[src/rtl/vga_timing_ctrl.sv]
// Programmable VGA raster sequencer: pattern-source strobes, frame-shadowed timing,
// and HSYNC/VSYNC/DE delivered one cycle behind the pixel request.
module vga_timing_ctrl #(
    parameter int HW       = 12,
    parameter int VW       = 12,
    parameter bit SYNC_POL = 1'b0
) (
    input  logic          i_pixclk,
    input  logic          i_reset_n,
    input  logic          i_en,
    input  logic [HW-1:0] i_hm_width,
    input  logic [HW-1:0] i_hm_porch,
    input  logic [HW-1:0] i_hm_synch,
    input  logic [HW-1:0] i_hm_raw,
    input  logic [VW-1:0] i_vm_height,
    input  logic [VW-1:0] i_vm_porch,
    input  logic [VW-1:0] i_vm_synch,
    input  logic [VW-1:0] i_vm_raw,
    output logic          o_rd,
    output logic          o_newline,
    output logic          o_newframe,
    output logic [HW-1:0] o_width,
    output logic [VW-1:0] o_height,
    output logic          o_de,
    output logic          o_hsync,
    output logic          o_vsync,
    output logic          o_busy,
    output logic          o_cfg_err
);
    localparam logic [1:0] S_IDLE  = 2'd0;
    localparam logic [1:0] S_RUN   = 2'd1;
    localparam logic [1:0] S_DRAIN = 2'd2;

    localparam logic [HW-1:0] H_ONE = HW'(1);
    localparam logic [VW-1:0] V_ONE = VW'(1);

    logic [1:0]    state_q, state_d;
    logic [HW-1:0] h_q, h_d;
    logic [VW-1:0] v_q, v_d;
    logic [HW-1:0] hwid_q, hwid_d, hpor_q, hpor_d, hsyn_q, hsyn_d, hraw_q, hraw_d;
    logic [VW-1:0] vhgt_q, vhgt_d, vpor_q, vpor_d, vsyn_q, vsyn_d, vraw_q, vraw_d;
    logic          rd_q, rd_d, nl_q, nl_d, nf_q, nf_d, err_q, err_d;
    logic          hs_act_q, hs_act_d, vs_act_q, vs_act_d;
    logic          de_q, hsync_q, vsync_q;
    logic          cfg_ok, h_last, v_last, at_bound, load_try, running_d;

    assign cfg_ok = (i_hm_width != '0) && (i_hm_width < i_hm_porch) &&
                    (i_hm_porch < i_hm_synch) && (i_hm_synch <= i_hm_raw) &&
                    (i_vm_height != '0) && (i_vm_height < i_vm_porch) &&
                    (i_vm_porch < i_vm_synch) && (i_vm_synch <= i_vm_raw);

    assign h_last   = (h_q == hraw_q - H_ONE);
    assign v_last   = (v_q == vraw_q - V_ONE);
    assign at_bound = h_last && v_last;
    assign load_try = ((state_q == S_IDLE) && i_en) || ((state_q == S_RUN) && at_bound);

    always_comb begin
        // NOTE: every signal written here gets a default first, so no path can infer a latch.
        state_d = state_q;
        h_d     = h_q;
        v_d     = v_q;
        hwid_d  = hwid_q;
        hpor_d  = hpor_q;
        hsyn_d  = hsyn_q;
        hraw_d  = hraw_q;
        vhgt_d  = vhgt_q;
        vpor_d  = vpor_q;
        vsyn_d  = vsyn_q;
        vraw_d  = vraw_q;
        err_d   = 1'b0;

        if (load_try) begin
            if (cfg_ok) begin
                hwid_d = i_hm_width;
                hpor_d = i_hm_porch;
                hsyn_d = i_hm_synch;
                hraw_d = i_hm_raw;
                vhgt_d = i_vm_height;
                vpor_d = i_vm_porch;
                vsyn_d = i_vm_synch;
                vraw_d = i_vm_raw;
            end else begin
                err_d = 1'b1;
            end
        end

        case (state_q)
            S_IDLE: begin
                // Start on the last position so the first running cycle resets the source.
                if (i_en && cfg_ok) begin
                    state_d = S_RUN;
                    h_d     = i_hm_raw - H_ONE;
                    v_d     = i_vm_raw - V_ONE;
                end
            end
            S_RUN, S_DRAIN: begin
                if ((state_q == S_DRAIN) && !i_en && at_bound) begin
                    state_d = S_IDLE;
                end else begin
                    state_d = i_en ? S_RUN : S_DRAIN;
                    h_d     = h_last ? '0 : h_q + H_ONE;
                    if (h_last) begin
                        v_d = v_last ? '0 : v_q + V_ONE;
                    end
                end
            end
            default: state_d = S_IDLE;
        endcase

        // Decode from the next position and next shadow so strobes leave flops.
        running_d = (state_d != S_IDLE);
        rd_d      = running_d && (h_d < hwid_d) && (v_d < vhgt_d);
        nl_d      = running_d && (h_d == hraw_d - H_ONE);
        nf_d      = nl_d && (v_d == vraw_d - V_ONE);
        hs_act_d  = running_d && (h_d >= hpor_d) && (h_d < hsyn_d);
        vs_act_d  = running_d && (v_d >= vpor_d) && (v_d < vsyn_d);
    end

    // NOTE: sequential state uses non-blocking assignments so every flop samples pre-edge values.
    always_ff @(posedge i_pixclk or negedge i_reset_n) begin
        if (!i_reset_n) begin
            state_q  <= S_IDLE;
            h_q      <= '0;
            v_q      <= '0;
            hwid_q   <= HW'(640);
            hpor_q   <= HW'(656);
            hsyn_q   <= HW'(752);
            hraw_q   <= HW'(800);
            vhgt_q   <= VW'(480);
            vpor_q   <= VW'(490);
            vsyn_q   <= VW'(492);
            vraw_q   <= VW'(525);
            rd_q     <= 1'b0;
            nl_q     <= 1'b0;
            nf_q     <= 1'b0;
            err_q    <= 1'b0;
            hs_act_q <= 1'b0;
            vs_act_q <= 1'b0;
            de_q     <= 1'b0;
            hsync_q  <= !SYNC_POL;
            vsync_q  <= !SYNC_POL;
        end else begin
            state_q  <= state_d;
            h_q      <= h_d;
            v_q      <= v_d;
            hwid_q   <= hwid_d;
            hpor_q   <= hpor_d;
            hsyn_q   <= hsyn_d;
            hraw_q   <= hraw_d;
            vhgt_q   <= vhgt_d;
            vpor_q   <= vpor_d;
            vsyn_q   <= vsyn_d;
            vraw_q   <= vraw_d;
            rd_q     <= rd_d;
            nl_q     <= nl_d;
            nf_q     <= nf_d;
            err_q    <= err_d;
            hs_act_q <= hs_act_d;
            vs_act_q <= vs_act_d;
            de_q     <= rd_q;
            hsync_q  <= hs_act_q ? SYNC_POL : !SYNC_POL;
            vsync_q  <= vs_act_q ? SYNC_POL : !SYNC_POL;
        end
    end

    assign o_rd       = rd_q;
    assign o_newline  = nl_q;
    assign o_newframe = nf_q;
    assign o_width    = hwid_q;
    assign o_height   = vhgt_q;
    assign o_de       = de_q;
    assign o_hsync    = hsync_q;
    assign o_vsync    = vsync_q;
    assign o_busy     = (state_q != S_IDLE);
    assign o_cfg_err  = err_q;

endmodule

[config.mk]
export PLATFORM = sky130hd
export DESIGN_NAME = vga_timing_ctrl
export DESIGN_NICKNAME = d
export VERILOG_FILES = /design/src/rtl/vga_timing_ctrl.sv
export SDC_FILE = /design/constraint.sdc
export NUM_CORES = 1
export LEC_CHECK = 0
export BUFFER_PORTS_ARGS = -buffer_cell sky130_fd_sc_hd__buf_2
export CORE_AREA = 4 4 155 157
export CTS_BUF_LIST = sky130_fd_sc_hd__clkbuf_4
export DETAILED_ROUTE_END_ITERATION = 6
export DIE_AREA = 0 0 159 161
export PLACE_DENSITY_LB_ADDON = 0.2
export SYNTH_ARGS = -nofsm -noshare
export SYNTH_HDL_FRONTEND = slang
export SYNTH_SLANG_ARGS = --single-unit
[constraint.sdc]
create_clock -name i_pixclk -period 8.9 [get_ports i_pixclk]
set_input_delay 1.78 -clock i_pixclk [delete_from_list [all_inputs] [get_ports i_pixclk]]
set_output_delay 1.78 -clock i_pixclk [all_outputs]
set_load 0.02 [all_outputs]
==> flow_summary_export.csv <==
group,metric,value,unit
yosys,yosysSeqAreaShare,29.6,%
yosys,synth_ff_type,"dfrtp_1",
yosys,synthAdderAreaFrac,16.5,%
yosys,synth_top_family_by_area,"adder cells",
final_layout,nNetsFinal,1640,
pwr,p_leak,6.21,nW
yosys,avgSynthCellArea,8.90,sq um
critical_path,crit_slowest_cell,"or4_4",
timing,tightestPinTransition,1250,ps
yosys,netlist_top_cells_count,"inv_1, ha_1, dfrtp_1",
clock_tree,ctsHoldBuffers,0,
yosys,synth_warnings,0,
final_layout,area_delta_synth_final,11.4,%
floorplanning,io_pins,131,
critical_path,reg2reg_depth,22,
floorplanning,fp.dieH,161,um
run,cap_viol_max_count,0,
yosys,synth_top_area_share,21.4,%
clock_tree,cts_buffer_depth,2,
final_layout,fill_cells,2056,
pwr,ir_worst_vdd,0.159,mV
timing,drv_slew,0,
clock_tree,cts_tree,"yes",
drt,wl_per_cell,20.3,um
floorplanning,coreArea,0.0225,sq mm
yosys,synth.ff_latch_count,131,
drt,ant_nets,0,
run_status,status,"finished clean",
drt,vias_per_cell,5.90,
final_layout,multi_input_area,0.00705,sq mm
placed_design,routabilityCongestion,0.904,
clock_tree,cts-root-buf,"clkbuf_4",
yosys,netlist_area,0.0112,sq mm
global_route,grt_pass1_wl,53.8,mm
yosys,async_flop_share,100,%
yosys,synth-compound-area-share,13.3,%
timing,setup_violations,0,
hold_path,hold_path_class,"flip-flop to flip-flop",
clock_tree,htreeDepth,4,
timing,rsz0062_at_grt,"false",
yosys,synth.area.top_cells,"dfrtp_1, ha_1, dfstp_2",
global_route,grt_overflow,0,
placed_design,hpwl,27.5,mm
clock_tree,cts_made_buffers,17,
final_layout,drive_above_1_share,18.6,%
yosys,synthSimpleGateAreaFrac,16.3,%
pwr,power_density,309,mW/mm^2
global_route,grt_use_total,26.3,%
yosys,yosys.area.top_type,"dfrtp_1",
timing,slew_headroom,15.5,%
clock_tree,cts.clk_slew.worst_paths,130,ps
drt,vias,9977,
final_layout,regArea,0.00332,sq mm
critical_path,crit_chain,"inv_1, ha_1, nor4b_2, a21oi_1, a2111o_1, a2111oi_2, or3b_1, or4_4, a21oi_4, buf_4, nor2_1, a21oi_1, ha_1, inv_1, nor3_1, xnor2_1, mux2i_1, xor2_1, nor4_1, nand3_1, or4_4, nor4_2",
critical_path,startpoint_type,"flip-flop",
drt,drtIter0Drc,751,
critical_path,max_stage_delay,580,ps
floorplanning,design.die.area,0.0256,sq mm
timing,skew,24.8,ps
yosys,synth_most_common_cell,"inv_1",
yosys,netlist_instances,1261,
yosys,synthMuxAreaShare,9.85,%
critical_path,path_class,"flip-flop to flip-flop",
floorplanning,rows,55,
hold_path,min_path_cells,1,
yosys,ys_types,75,
critical_path,critPathArrivalTime,7040,ps
yosys,synth-xor-area-share,6.87,%
global_route,antenna_found_initial,1,
timing,worst_hold_slack,406,ps
clock_tree,clock_sinks,131,
timing,tns,0,ps
timing,period_needed,6560,ps
drt,drc,0,
timing,hold_viol_final,0,
drt,routed_wl,34.3,mm
placed_design,port_buffers,130,
clock_tree,clk_latency,580,ps
clock_tree,postCtsSetupBuffers,0,
critical_path,crit_required,9380,ps
clock_tree,cts_resized,0,
critical_path,cp_max_fo,23,
global_route,grt_max_degree,70,
global_route,grt_pass1_vias,9667,
timing,post-route-period-util,73.7,%
drt,drt_pass1_iterations,6,
critical_path,endpoint_kind,"flip-flop",
timing,fmax,0.152,GHz
floorplanning,die_width,159,um
yosys,synth_edf_count,0,
yosys,synth_nets,1508,
floorplanning,initial_core_util,49.9,%
[logic make-up (layout without fill, tap and decap cells)]
logic type | after synthesis | after routing
flops | 131 | 131
other cells | 0 | 1
xor+xnor | 88 | 88
fa+ha+maj | 148 | 148
mux | 107 | 107
simple gates | 343 | 343
compound gates | 226 | 226
buf+inv | 218 | 363
[cell usage in the layout, fill, tap and decap left out, drive strengths merged, types with 6 or more instances in the layout]
cell and n:
inv 185, buf 150, ha 148, dfrtp 96, nand2 84, mux2i 83, a21oi 68, xnor2 65
nor2 54, o21ai 44, nor3 37, dfstp 35, nand3 31, nand4 31, mux2 24, xor2 23
a21o 17, clkbuf 17, nor4 17, and3 15, nand2b 12, nor2b 12, or4 11, a211oi 10
and2 9, o221ai 8, a31oi 8, clkinv 7, nor3b 6, o32ai 6, o22ai 6, a2111oi 6
[worst max-delay path: cells and delay by family, from the launching register on]
family / cells / cell delay, ps
multiplexers: 1 / 100
buffers and inverters: 3 / 630
AND/OR/NAND/NOR: 9 / 3050
XOR/XNOR: 2 / 310
AO/OA/AOI/OAI: 5 / 1140
flip-flops: 1 / 510
adder cells (fa/ha/maj): 2 / 720
[report_power, final]
| part | switching, mW | leakage (nW) | total [mW] | internal, mW |
|---|---|---|---|---|
| clock network | 0.257 | 0.148 | 0.425 | 0.168 |
| registers | 0.231 | 1.61 | 1.09 | 0.861 |
| logic | 1.37 | 4.44 | 2.34 | 0.971 |
[state kept, by name, summed over array words and instances, names as in the netlist, 2 cells and up]
signal / cells
vsyn_q: 12
hsyn_q: 12
h_q: 12
o_width: 12
v_q: 12
hraw_q: 12
hpor_q: 12
o_height: 12
vraw_q: 12
vpor_q: 12
state_q: 2
[layer usage]
layer / vias up / global-route usage [%] / wire length (um)
li1: 4731 / - / -
met1: 4839 / 36.4 / 15600
met2: 350 / 42.7 / 15900
met3: 57 / 4.80 / 2180
met4: 0 / 6.71 / 673
met5: - / 0 / 0
[stage by stage]
step           util (%)  total power, mW  instance area [sq um]  std cells  setup slack, ps
6_report           55.6             3.86                  12500       1692             2340
5_1_grt            55.6             4.18                  12500       1692             1950
3_5_place_dp       54.3             3.39                  12200       1659             1930
4_1_cts            55.5             3.84                  12500       1691             2470
3_3_place_gp       54.3             3.36                  12200       1659             2100
2_1_floorplan         -             2.69                  11200       1261             1540
[path summary, 6_finish.rpt]
check / from / end / slack, ps
max in group asynchronous: i_reset_n / v_q[0] / 6320
min: vs_act_q / o_vsync / 410
min reg2reg: vs_act_q / o_vsync / 410
min in group asynchronous: i_reset_n / hpor_q[6] / 1190
max: hraw_q[0] / o_newframe / 2340
max reg2reg: hraw_q[0] / o_newframe / 2340
[area by class of cell]
type,instances,area share [%]
Multi-Input combinational cell,912,56.4
Antenna cell,1,0.0200
Clock buffer,17,1.02
Sequential cell,131,26.6
Tap cell,285,2.85
Timing Repair Buffer,150,6.46
Clock inverter,15,1.23
Inverter,181,5.43
Note: power is estimated with default switching activity, not from simulation.
